--- src/rtl/proc_pkg.sv ---
// proc_pkg: constants shared by the processor's memory-mapped peripherals.
//   IO_TX_ADDR      - data-memory address whose stores go to the serial port.
//   tx_state_t      - transmit FSM encoding (IDLE=0, START=1, DATA=2,
//                     STOP=3, PARITY=4).
//   UART_IDLE_LEVEL - level of the serial line between frames.
package proc_pkg;

   localparam logic [7:0] IO_TX_ADDR      = 8'hFF;
   localparam logic       UART_IDLE_LEVEL = 1'b1;

   typedef enum logic [2:0] {
      ST_IDLE   = 3'd0,
      ST_START  = 3'd1,
      ST_DATA   = 3'd2,
      ST_STOP   = 3'd3,
      ST_PARITY = 3'd4
   } tx_state_t;

endpackage

--- src/rtl/sync_fifo.sv ---
// sync_fifo: single-clock FIFO with a combinational head read.
//   clk, rst_n  - clock, synchronous active-low reset (pointers/count only).
//   push, wdata - write request and data; dropped when full unless the
//                 same cycle also pops.
//   pop, rdata  - remove the head; rdata always shows the current head.
//   full, empty - occupancy flags.
//   count       - number of stored entries, 0..DEPTH.
// DEPTH must be a power of two so the pointers wrap naturally.
module sync_fifo #(
   parameter int WIDTH = 8,
   parameter int DEPTH = 4
) (
   input  logic                     clk,
   input  logic                     rst_n,
   input  logic                     push,
   input  logic [WIDTH-1:0]         wdata,
   input  logic                     pop,
   output logic [WIDTH-1:0]         rdata,
   output logic                     full,
   output logic                     empty,
   output logic [$clog2(DEPTH):0]   count
);

   localparam int AW = $clog2(DEPTH);
   localparam int CW = AW + 1;

   logic [WIDTH-1:0] mem [DEPTH];
   logic [AW-1:0]    wr_ptr;
   logic [AW-1:0]    rd_ptr;
   logic             do_push;
   logic             do_pop;

   assign empty   = (count == '0);
   assign full    = (count == CW'(DEPTH));
   assign do_pop  = pop && !empty;
   // When full, a simultaneous pop frees the slot the push writes into
   // (wr_ptr == rd_ptr); the head is read before the edge overwrites it.
   assign do_push = push && (!full || do_pop);
   assign rdata   = mem[rd_ptr];

   // NOTE: storage has no reset; only pointers and count define validity,
   // and leaving it out keeps the array mappable to plain RAM.
   always_ff @(posedge clk) begin
      if (do_push) mem[wr_ptr] <= wdata;
   end

   // NOTE: sequential state uses non-blocking assignments so every register
   // samples pre-edge values regardless of statement order.
   always_ff @(posedge clk) begin
      if (!rst_n) begin
         wr_ptr <= '0;
         rd_ptr <= '0;
         count  <= '0;
      end else begin
         if (do_push) wr_ptr <= wr_ptr + AW'(1);
         if (do_pop)  rd_ptr <= rd_ptr + AW'(1);
         case ({do_push, do_pop})
            2'b10:   count <= count + CW'(1);
            2'b01:   count <= count - CW'(1);
            default: count <= count;
         endcase
      end
   end

endmodule

--- src/rtl/mmio_uart_tx.sv ---
// mmio_uart_tx: memory-mapped serial output port on the processor store bus.
//   clk, rst_n  - clock, synchronous active-low reset.
//   mem_addr    - data-memory address; stores to IO_ADDR are captured.
//   mem_data    - store data.
//   memWE       - memory write enable.
//   ovf_clr     - clears the sticky overflow flag (a new drop wins).
//   tx          - registered serial line, idles high, 8N1 frames LSB first.
//   busy        - high while a frame is in flight.
//   fifo_count  - number of queued bytes.
//   overflow    - sticky: a store was dropped because the queue was full.
// Build option: define MMIO_UART_TX_PARITY_EN to insert an even-parity bit
// between the data bits and the stop bit (frame = 11 bit times).
module mmio_uart_tx
   import proc_pkg::*;
#(
   parameter logic [7:0] IO_ADDR      = IO_TX_ADDR,
   parameter int         DEPTH        = 4,
   parameter int         CLKS_PER_BIT = 4
) (
   input  logic                   clk,
   input  logic                   rst_n,
   input  logic [7:0]             mem_addr,
   input  logic [7:0]             mem_data,
   input  logic                   memWE,
   input  logic                   ovf_clr,
   output logic                   tx,
   output logic                   busy,
   output logic [$clog2(DEPTH):0] fifo_count,
   output logic                   overflow
);

   localparam int BW = $clog2(CLKS_PER_BIT);

   tx_state_t     state;
   logic [BW-1:0] baud;
   logic [2:0]    bit_idx;
   logic [7:0]    shift;
   logic [7:0]    head;
   logic          push;
   logic          pop;
   logic          fifo_full;
   logic          fifo_empty;
   logic          baud_last;
`ifdef MMIO_UART_TX_PARITY_EN
   logic          parity;
`endif

   assign push      = memWE && (mem_addr == IO_ADDR);
   assign baud_last = (baud == BW'(CLKS_PER_BIT - 1));
   // The FSM takes the head when idle, or on the last stop cycle so the next
   // start bit follows with no idle gap.
   assign pop = !fifo_empty &&
                ((state == ST_IDLE) || ((state == ST_STOP) && baud_last));

   sync_fifo #(
      .WIDTH (8),
      .DEPTH (DEPTH)
   ) u_fifo (
      .clk   (clk),
      .rst_n (rst_n),
      .push  (push),
      .wdata (mem_data),
      .pop   (pop),
      .rdata (head),
      .full  (fifo_full),
      .empty (fifo_empty),
      .count (fifo_count)
   );

   // A drop is a push into a full queue that is not popping this cycle.
   always_ff @(posedge clk) begin
      if (!rst_n)                           overflow <= 1'b0;
      else if (push && fifo_full && !pop)   overflow <= 1'b1;
      else if (ovf_clr)                     overflow <= 1'b0;
   end

   always_ff @(posedge clk) begin
      if (!rst_n) begin
         state   <= ST_IDLE;
         baud    <= '0;
         bit_idx <= '0;
         shift   <= '0;
         tx      <= UART_IDLE_LEVEL;
         busy    <= 1'b0;
`ifdef MMIO_UART_TX_PARITY_EN
         parity  <= 1'b0;
`endif
      end else begin
         case (state)
            ST_IDLE: begin
               if (pop) begin
                  shift <= head;
`ifdef MMIO_UART_TX_PARITY_EN
                  parity <= ^head;
`endif
                  baud  <= '0;
                  tx    <= 1'b0;
                  busy  <= 1'b1;
                  state <= ST_START;
               end
            end

            ST_START: begin
               if (baud_last) begin
                  baud    <= '0;
                  bit_idx <= '0;
                  tx      <= shift[0];
                  state   <= ST_DATA;
               end else begin
                  baud <= baud + BW'(1);
               end
            end

            // shift[0] is always the bit on the line; the next bit is shift[1].
            ST_DATA: begin
               if (baud_last) begin
                  baud <= '0;
                  if (bit_idx == 3'd7) begin
`ifdef MMIO_UART_TX_PARITY_EN
                     tx    <= parity;
                     state <= ST_PARITY;
`else
                     tx    <= UART_IDLE_LEVEL;
                     state <= ST_STOP;
`endif
                  end else begin
                     bit_idx <= bit_idx + 3'd1;
                     shift   <= shift >> 1;
                     tx      <= shift[1];
                  end
               end else begin
                  baud <= baud + BW'(1);
               end
            end

`ifdef MMIO_UART_TX_PARITY_EN
            ST_PARITY: begin
               if (baud_last) begin
                  baud  <= '0;
                  tx    <= UART_IDLE_LEVEL;
                  state <= ST_STOP;
               end else begin
                  baud <= baud + BW'(1);
               end
            end
`endif

            ST_STOP: begin
               if (baud_last) begin
                  baud <= '0;
                  if (pop) begin
                     shift <= head;
`ifdef MMIO_UART_TX_PARITY_EN
                     parity <= ^head;
`endif
                     tx    <= 1'b0;
                     state <= ST_START;
                  end else begin
                     tx    <= UART_IDLE_LEVEL;
                     busy  <= 1'b0;
                     state <= ST_IDLE;
                  end
               end else begin
                  baud <= baud + BW'(1);
               end
            end

            default: begin
               state <= ST_IDLE;
               baud  <= '0;
               tx    <= UART_IDLE_LEVEL;
               busy  <= 1'b0;
            end
         endcase
      end
   end

endmodule

--- config.mk ---
export PLATFORM = sky130hd
export DESIGN_NAME = mmio_uart_tx
export DESIGN_NICKNAME = d
export VERILOG_FILES = /design/src/rtl/proc_pkg.sv /design/src/rtl/sync_fifo.sv /design/src/rtl/mmio_uart_tx.sv
export SDC_FILE = /design/constraint.sdc
export NUM_CORES = 1
export LEC_CHECK = 0
export ABC_AREA = 1
export CORE_MARGIN = 2
export CORE_UTILIZATION = 60
export CTS_CLUSTER_SIZE = 8
export DETAILED_ROUTE_END_ITERATION = 16
export DONT_BUFFER_PORTS = 1
export GPL_TIMING_DRIVEN = 0
export PLACE_DENSITY = 0.74
export SYNTH_ARGS = -nofsm -noshare
export SYNTH_HDL_FRONTEND = slang
export SYNTH_HIERARCHICAL = 1
export SYNTH_SLANG_ARGS = --single-unit
--- constraint.sdc ---
create_clock -name clk -period 2.77 [get_ports clk]
set_input_delay 0.6925 -clock clk [delete_from_list [all_inputs] [get_ports clk]]
set_output_delay 0.6925 -clock clk [all_outputs]
set_load 0.05 [all_outputs]
==> results.ini, run 1 <==
[critical_path]
cp_max_fo=5
critPathMaxStageDelay_ps=380
crit_chain=inv_1, ha_1, inv_1, nand2_1, nand2_2, inv_1, inv_1, nand3_2, nand2_2, ha_1, inv_1, fa_1, inv_1, nand2_1, nand3_1, nand2_1, nand2_1, nor2_1
crit_top_cell=inv_1
worst-path-buf-inv=6
cp.required_ps=3010
crit_path_start_kind=flip-flop
path_class=flip-flop to flip-flop
critPathArrivalTime_ps=2760
cp-end-kind=flip-flop
cp_slowest_cell=fa_1
cp_top_family=adder cells

[timing]
rsz0062_at_grt=no
finalMaxSlewViolations=0
fin_skew_ps=7.516
period_share_pct=90.87
fmax_ghz=0.3973
max_slew_margin_pct=45.71
tightest_slew_ps=811.4
finalCriticalPeriod_ps=2517
setup_viol=0
final_hold_viol_count=0
finalSetupTns_ps=0

[floorplan]
dieArea_um2=5358
die_w_um=73.20
initial_core_util_pct=61.64
chipHeight_um=73.20
core_area_um2=4661
io_pins=26
rows=25

[job]
cap_viol_max_count=0

[clock_network]
cts_hold_buffers=0
cts_resized=0
clkTransAtPathRegs_ps=70
numCtsBuffers=9
clk_path_buf_depth=2
postCtsSetupBuffers=0
tritoncts=yes
cts.root.buffer_cell=clkbuf_8
cts_sinks=59
insertion_delay_ps=340
h-tree-depth=3

[logic_synthesis]
synthAdderAreaFrac_pct=6.794
yosysMostFrequentCell=nand2_1
synth_top_family_by_area=simple AND/OR/NAND/NOR gates
ys_seq_elements=59
synthMuxAreaShare_pct=0
yosys.area_share.simple_pct=21.30
synthFlopType=edfxtp_1
synthXorXnorAreaFrac_pct=0
synth_nets=362
synth_area_leaders=edfxtp_1 33%, dfxtp_1 19%, nand2_1 7.7%
synth_top_area_share_pct=33.45
ys_seq_area_share_pct=52.26
synth_commonest_cells=59 x nand2_1, 51 x nor2_1, 47 x inv_1
synth_area_leader_cell=edfxtp_1
synthArstFlopShare_pct=0
syn_area_um2=2873
synthCells=327
yosysWarnings=6
synthDistinctLibCells=24
synth.avg_cell_area_um2=8.785
synth_compound_area_share_pct=10.45
synth-edff-count=32

[placed_design]
placed_cell_area_um2=2940
gp_congestion=0.8673
post-dp-hpwl_um=3735
port_buffers=0

[final_layout]
drive_above_1_share_pct=11.95
n_antenna_cell=0
final_area_um2=3164
nets=373
area_growth_syn_to_layout_pct=10.15
fill_cells=382
fin_util_pct=67.89

[detailed_routing]
wl_per_cell_um=13.99
drt-initial-drc-count=119
drt-pass1-iter-count=4
vias_per_cell=5.343
drc=0
drt_wl_total_um=5555
vias=2121
ant_nets=0

[power_and_ir_drop]
p_per_area_nw_per_um2=826.7
leakagePower_nw=1.378
vdd_drop_max_mv=0.4440

[hold_path]
hp-class=primary input to flip-flop

[global_routing]
grt_pass1_vias=1971
antenna_found_initial=0
grt_remaining_overflow=0
grt_pass1_wl_um=8901
grt.total_usage_pct=22.62
grt_max_degree=12

[run_status]
outcome=completed

[sequential cells by signal, indices dropped and copies added, names as in the netlist, 2 cells and up, named ones only]
signal,count
baud,2
bit_idx,3
shift,8
state,2
u_fifo/count,3
u_fifo/mem,32
u_fifo/rd_ptr,2
u_fifo/wr_ptr,2
[cell type report]
type	count	area, µm²	share of cell area (%)
tap	54	67.56	2.135
sequential	59	1506	47.61
inverter	48	180.2	5.694
buffer	7	83.83	2.649
clock inverter	6	88.84	2.807
multi-input combinational	213	1110	35.07
clock buffer	10	127.6	4.033
[power breakdown]
group,switching (mW),leakage [nW],internal (mW)
clock network,0.361,0.105,0.508
logic,0.425,0.765,0.246
registers,0.0846,0.509,0.991
total,0.871,1.38,1.74
[final timing paths]
path | startpoint | endpoint | slack [ps] | depth (start not counted)
worst max-delay path | state[1] | u_fifo/count[2] | 250 | 18
worst min-delay path | mem_data[6] | u_fifo/mem[3][6] | 440 | 0
worst max register to register | state[1] | u_fifo/count[2] | 250 | 18
worst min register to register | bit_idx[2] | bit_idx[2] | 470 | 2
[logic make-up (layout without fill, tap and decap cells)]
group                      Yosys count  in the layout
adders and majority gates           15             15
DFF                                 59             59
and+or+nand+nor                    143            143
AOI/OAI and AO/OA                   55             55
buffers and inverters               55             71
[worst reg2reg max path: cells and delay by family, from the launching register on]
family        cells  cell delay (ps)
fa+ha+maj         3              790
simple gates      9              770
flops             1              360
buf+inv           6              490
[placed cells by master, fill, tap and decap left out, drive strengths merged, types with 2 or more instances in the layout]
| master | n |
|---|---|
| nand2 | 64 |
| nor2 | 54 |
| inv | 49 |
| edfxtp | 32 |
| a21oi | 28 |
| dfxtp | 27 |
| nand3 | 21 |
| o21ai | 19 |
| ha | 14 |
| clkbuf | 12 |
| o22ai | 8 |
| buf | 5 |
| nand4 | 3 |
| bufinv | 2 |
| clkinv | 2 |
[through the flow]
stage	setup WS (ps)	power, mW	std cells	hold WS (ps)
final	252.9	2.616	397	439.7
after global routing	1.479	2.770	397	424.2
after CTS	74.46	2.628	397	426.3
after detailed placement	90.94	1.757	381	462.0
after global placement	115.2	1.741	381	455.5
after floorplan	390.8	1.634	327	444.8
[metal layers]
metal | track usage, % | up-vias | share of wire (%)
met5 | 0 | - | 0
li1 | - | 1090 | -
met2 | 33.73 | 42 | 48
met4 | 13.37 | 0 | 1.1
met1 | 29.91 | 983 | 46
met3 | 5.387 | 6 | 4.9
Power figures use the tool's default switching activity.
==> inputs of run 2 (changes only) <==
CORE_UTILIZATION = 25   (was 60)
PLACE_DENSITY = 0.36   (was 0.74)
==> results.ini, run 2 (synthesis results as in run 1) <==
[placed_design]
placed_cell_area_um2=3052  ; +3.8%
port_buffers=0  ; unchanged
dp.cells=470  ; +23%
post-dp-hpwl_um=4297  ; +15%
gp_congestion=0.6921  ; -20%

[critical_path]
cp_max_fo=8  ; +3
cp_slowest_cell=nor2_1
crit_chain=inv_1, nand2_2, inv_1, inv_1, nand2_2, inv_1, inv_1, nand3_2, nand2_4, buf_4, nor2_1
critPathMaxStageDelay_ps=600  ; +220 ps
critPathArrivalTime_ps=2480  ; -280 ps
crit_top_cell=inv_1
path_class=flip-flop to flip-flop
cp-end-kind=flip-flop
crit_path_start_kind=flip-flop
cp.required_ps=2730  ; -280 ps
worst-path-buf-inv=6  ; unchanged
cp_top_family=simple AND/OR/NAND/NOR gates

[final_layout]
final_area_um2=3396  ; +7.3%
regMostFlops=u_fifo/mem
largestRegisters=u_fifo/mem: 32 flops, shift: 8 flops
n_antenna_cell=0  ; unchanged
nets=374  ; +0.27%
largest_reg_flops=32  ; unchanged
final_cell_mix=58 x nand2_1, 49 x nor2_1, 47 x inv_1, 32 x edfxtp_1, 27 x a21oi_1
final_common_cell=nand2_1
area_growth_syn_to_layout_pct=18.21
final_cells=487  ; +23%
drive_above_1_share_pct=13.08  ; +1.1 points

[clock_network]
cts_sinks=59  ; unchanged
clkTransAtPathRegs_ps=50  ; -20 ps
tritoncts=yes
clk_path_buf_depth=2  ; unchanged
insertion_delay_ps=330  ; about the same
cts_hold_buffers=0  ; unchanged
h-tree-depth=3  ; unchanged
numCtsBuffers=9  ; unchanged
cts.root.buffer_cell=clkbuf_16

[power_and_ir_drop]
p_seq_share_pct=36.6  ; -4.5 points
p_clk_share_pct=40.2  ; +7.0 points
leakagePower_nw=1.431  ; +3.8%
p_per_area_nw_per_um2=866.5  ; +4.8%
p_comb_share_pct=23.2  ; -2.5 points
p_int_mw=2.027  ; +16%
switching_power_mw=0.9155  ; +5.1%
p_total_mw=2.943  ; +12%
switching_share_pct=31.11  ; -2.2 points
vdd_drop_max_mv=0.2643  ; -40%

[detailed_routing]
ant_nets=0  ; unchanged
vias_per_cell=4.269  ; -20%
drc=0  ; unchanged
vias=2079  ; -2.0%
drt-pass1-iter-count=4  ; unchanged
drt_wl_total_um=6135  ; +10%
wl_per_cell_um=12.60  ; -10%
drt-initial-drc-count=76  ; -36%

[global_routing]
grt.total_usage_pct=10.68  ; -12 points
grt_max_degree=12  ; unchanged
grt_pass1_vias=1996  ; +1.3%
grt_remaining_overflow=0  ; unchanged
grt_pass1_wl_um=10090  ; +13%
antenna_found_initial=0  ; unchanged

[floorplan]
rows=39  ; +56%
core_area_um2=11320  ; +140%
io_pins=26  ; unchanged
initial_core_util_pct=25.38  ; -36 points
dieArea_um2=12360  ; +130%
chipHeight_um=111.2  ; +52%
die_w_um=111.2  ; +52%

[timing]
tightest_slew_ps=786.5  ; -24.84 ps
fin_skew_ps=6.580  ; -0.9364 ps
period_share_pct=91.14  ; +0.27 points
fmax_ghz=0.3961  ; -0.29%
rsz0062_at_grt=no
max_slew_margin_pct=47.37  ; +1.7 points
finalCriticalPeriod_ps=2525  ; +7.414 ps
final_hold_viol_count=0  ; unchanged
fin_hold_ws_ps=457.0  ; +17.33 ps
finalMaxSlewViolations=0  ; unchanged
setup_viol=0  ; unchanged

[job]
cap_viol_max_count=0  ; unchanged

[run_status]
outcome=completed

[hold_path]
hp-class=primary input to flip-flop

[run 2: layout make-up]
class,count,area [µm²]
Clock buffer,10,229.0
Tap cell,143,178.9
Inverter,48,180.2
Fill cell,1211,7925
Timing Repair Buffer,1,7.507
Clock inverter,6,90.09
Buffer,7,83.83
Multi-Input combinational cell,213,1120
Sequential cell,59,1506
[run 2: power by group through the flow]
stage	Sequential [mW]	Clock [mW]	Combinational, mW
after global placement	1.09	0	0.690
final	1.08	1.18	0.681
after detailed placement	1.09	0	0.683
after CTS	1.08	1.22	0.686
after global routing	1.09	1.26	0.793
after floorplan	1.08	0	0.551
[run 2: worst register-to-register path: cells and delay by family (launching register included)]
family	cells	cell delay, ps
and+or+nand+nor	5	1020
buffers and inverters	6	630
DFF	1	510
[run 2: through the flow]
stage          setup TNS [ps]  util (%)  worst slack (ps)
2_1_floorplan               0         -             390.8
3_3_place_gp            -1089     26.96            -80.50
3_5_place_dp           -747.2     26.96            -77.28
4_1_cts                -322.3     29.84            -31.81
5_1_grt                     0     30.00             21.21
6_report                    0     30.00             245.5
[run 2: timing repair]
action	in CTS	in global routing
gates resized for setup	4	4
buffers inserted	0	1
pin swaps	0	1
setup endpoints to repair	19	18
hold endpoints to repair	0	0
[run 2: per-layer routing]
metal | part of all wire (%) | wire length (µm) | up-vias | GRT usage [%]
li1 | - | - | 1099 | -
met1 | 48 | 2943 | 946 | 13.58
met2 | 47 | 2873 | 29 | 16.30
met3 | 3.6 | 220 | 5 | 3.718
met4 | 1.6 | 98 | 0 | 4.938
met5 | 0 | 0 | - | 0
[run 2: final timing paths]
| kind | end | slack, ps | startpoint | cells past startpoint |
|---|---|---|---|---|
| worst min register to register | bit_idx[1] | 460 | bit_idx[1] | 2 |
| worst max-delay path | u_fifo/mem[1][1] | 250 | u_fifo/count[2] | 11 |
| worst min-delay path | u_fifo/mem[0][7] | 460 | mem_data[7] | 0 |
| worst max register to register | u_fifo/mem[1][1] | 250 | u_fifo/count[2] | 11 |
==> inputs of run 3 (changes only) <==
--- a/config.mk
+++ b/config.mk
@@ -7,5 +7,5 @@
 export LEC_CHECK = 0
 export ABC_AREA = 1
-export CORE_MARGIN = 2
+export CORE_ASPECT_RATIO = 0.7
 export CORE_UTILIZATION = 25
 export CTS_CLUSTER_SIZE = 8
==> constraint.sdc (replaced) <==
create_clock -name clk -period 2.77 [get_ports clk]
set_input_delay 0.6925 -clock clk [delete_from_list [all_inputs] [get_ports clk]]
set_output_delay 0.6925 -clock clk [all_outputs]
set_load 0.005 [all_outputs]
==> results.ini, run 3 (synthesis results as in run 1) <==
[final_layout]
final_cell_mix=58 x nand2_1, 51 x nor2_1, 47 x inv_1, 32 x edfxtp_1, 27 x a21oi_1
nets=373  ; -0.27%
largestRegisters=u_fifo/mem: 32 flops, shift: 8 flops
n_antenna_cell=0  ; unchanged
multiInputGateArea_um2=1122  ; +0.22%
fill_cells=1158  ; -4.4%
largest_reg_flops=32  ; unchanged
drive_above_1_share_pct=11.37  ; -1.7 points
regMostFlops=u_fifo/mem
area_growth_syn_to_layout_pct=19.08
final_cells=496  ; +1.8%
final_area_um2=3421  ; +0.74%
seq_area_um2=1503  ; -0.25%
final_common_cell=nand2_1

[timing]
fin_hold_ws_ps=463.3  ; +6.314 ps
finalSetupTns_ps=0  ; unchanged
finalCriticalPeriod_ps=2497  ; -27.40 ps
setup_slack_ps=272.9  ; +27.40 ps
max_slew_margin_pct=39.54  ; -7.8 points
setup_viol=0  ; unchanged
rsz0062_at_grt=no
period_share_pct=90.15  ; -0.99 points
final_hold_viol_count=0  ; unchanged
fin_skew_ps=5.236  ; -1.344 ps
finalMaxSlewViolations=0  ; unchanged
fmax_ghz=0.4005  ; +1.1%
tightest_slew_ps=903.5  ; +117.0 ps

[floorplan]
dieArea_um2=11930  ; -3.5%
initial_core_util_pct=25.90  ; +0.53 points
rows=32  ; -18%
chipHeight_um=91.69  ; -18%
io_pins=26  ; unchanged
die_w_um=130.1  ; +17%
core_area_um2=11090  ; -2.0%

[critical_path]
crit_path_start_kind=flip-flop
critPathArrivalTime_ps=2710  ; +230 ps
cp-end-kind=flip-flop
rr_worst_depth=18  ; +7
cp_max_fo=5  ; -3
cp.required_ps=2980  ; +250 ps
crit_chain=inv_1, ha_1, inv_1, nand2_1, nand2_2, inv_1, inv_1, nand3_4, nand2_4, ha_1, inv_1, fa_1, inv_1, nand2_1, nand3_1, nand2_1, nand2_1, nor2_1
crit_top_cell=inv_1
critPathMaxStageDelay_ps=380  ; -220 ps
cp_slowest_cell=fa_1
path_class=flip-flop to flip-flop

[detailed_routing]
ant_nets=0  ; unchanged
vias_per_cell=4.192  ; -1.8%
vias=2079  ; unchanged
drt-pass1-iter-count=4  ; unchanged
drt_wl_total_um=6378  ; +4.0%
wl_per_cell_um=12.86  ; +2.1%
drc=0  ; unchanged
drt-initial-drc-count=58  ; -24%

[clock_network]
h-tree-depth=3  ; unchanged
cts_sinks=59  ; unchanged
cts.root.buffer_cell=clkbuf_16
tritoncts=yes
cts_hold_buffers=0  ; unchanged
cts_resized=0  ; -4
clk_path_buf_depth=2  ; unchanged
insertion_delay_ps=320  ; about the same
postCtsSetupBuffers=0  ; unchanged
numCtsBuffers=9  ; unchanged
clkTransAtPathRegs_ps=60  ; about the same

[power_and_ir_drop]
p_per_area_nw_per_um2=881.6  ; +1.7%
leakagePower_nw=1.437  ; +0.43%
vdd_drop_max_mv=0.2625  ; -0.68%

[placed_design]
gp_congestion=0.6901  ; -0.29%
placed_cell_area_um2=3064  ; +0.41%
post-place-ws_ps=154.4  ; +231.7 ps
dp.cells=480  ; +2.1%
port_buffers=0  ; unchanged
post-dp-hpwl_um=4346  ; +1.1%

[global_routing]
grt_remaining_overflow=0  ; unchanged
grt.total_usage_pct=11.98  ; +1.3 points
grt_pass1_vias=2118  ; +6.1%
grt_pass1_wl_um=10520  ; +4.2%
grt_max_degree=12  ; unchanged
antenna_found_initial=0  ; unchanged

[hold_path]
hp-class=primary input to flip-flop
holdPathStages=0  ; unchanged

[job]
cap_viol_max_count=0  ; unchanged

[run_status]
outcome=completed

==> run 3: area by class of cell <==
type | count | share of cell area (%)
Buffer | 7 | 2.451
Clock buffer | 9 | 6.584
Clock inverter | 7 | 3.365
Inverter | 48 | 5.267
Multi-Input combinational cell | 213 | 32.81
Sequential cell | 59 | 43.93
Tap cell | 153 | 5.596
==> run 3: critical path: cells and delay by family, from the launching register on <==
kind,cells,cell delay [ps]
AND/OR/NAND/NOR,9,700
adder cells (fa/ha/maj),3,790
buffers and inverters,6,530
flip-flops,1,360
==> run 3: where the power goes <==
| group | total, mW | switching, mW | internal [mW] |
|---|---|---|---|
| registers | 1.04 | 0.0445 | 0.992 |
| clock network | 1.29 | 0.411 | 0.877 |
| logic | 0.691 | 0.445 | 0.246 |
| total | 3.02 | 0.900 | 2.12 |
==> run 3: path summary, 6_finish.rpt <==
path                from          endpoint  slack [ps]
min reg2reg   bit_idx[1]        bit_idx[1]         470
min          mem_data[6]  u_fifo/mem[2][6]         460
max reg2reg     state[1]   u_fifo/count[2]         270
max             state[1]   u_fifo/count[2]         270
==> run 3: layer usage <==
| metal | share of wire (%) | vias to the layer above | GRT usage, % | routed length, µm |
|---|---|---|---|---|
| met4 | 1.3 | 0 | 4.651 | 86 |
| met1 | 53 | 944 | 16.34 | 3373 |
| met5 | 0 | - | 0 | 0 |
| met2 | 42 | 29 | 17.55 | 2676 |
| met3 | 3.8 | 9 | 3.617 | 241 |
| li1 | - | 1097 | - | - |
==> run 3: metrics by stage <==
stage          util [%]  power [mW]
2_1_floorplan         -       1.593
3_3_place_gp      27.63       1.752
3_5_place_dp      27.63       1.745
4_1_cts           30.70       3.049
5_1_grt           30.84       3.192
6_report          30.84       3.016
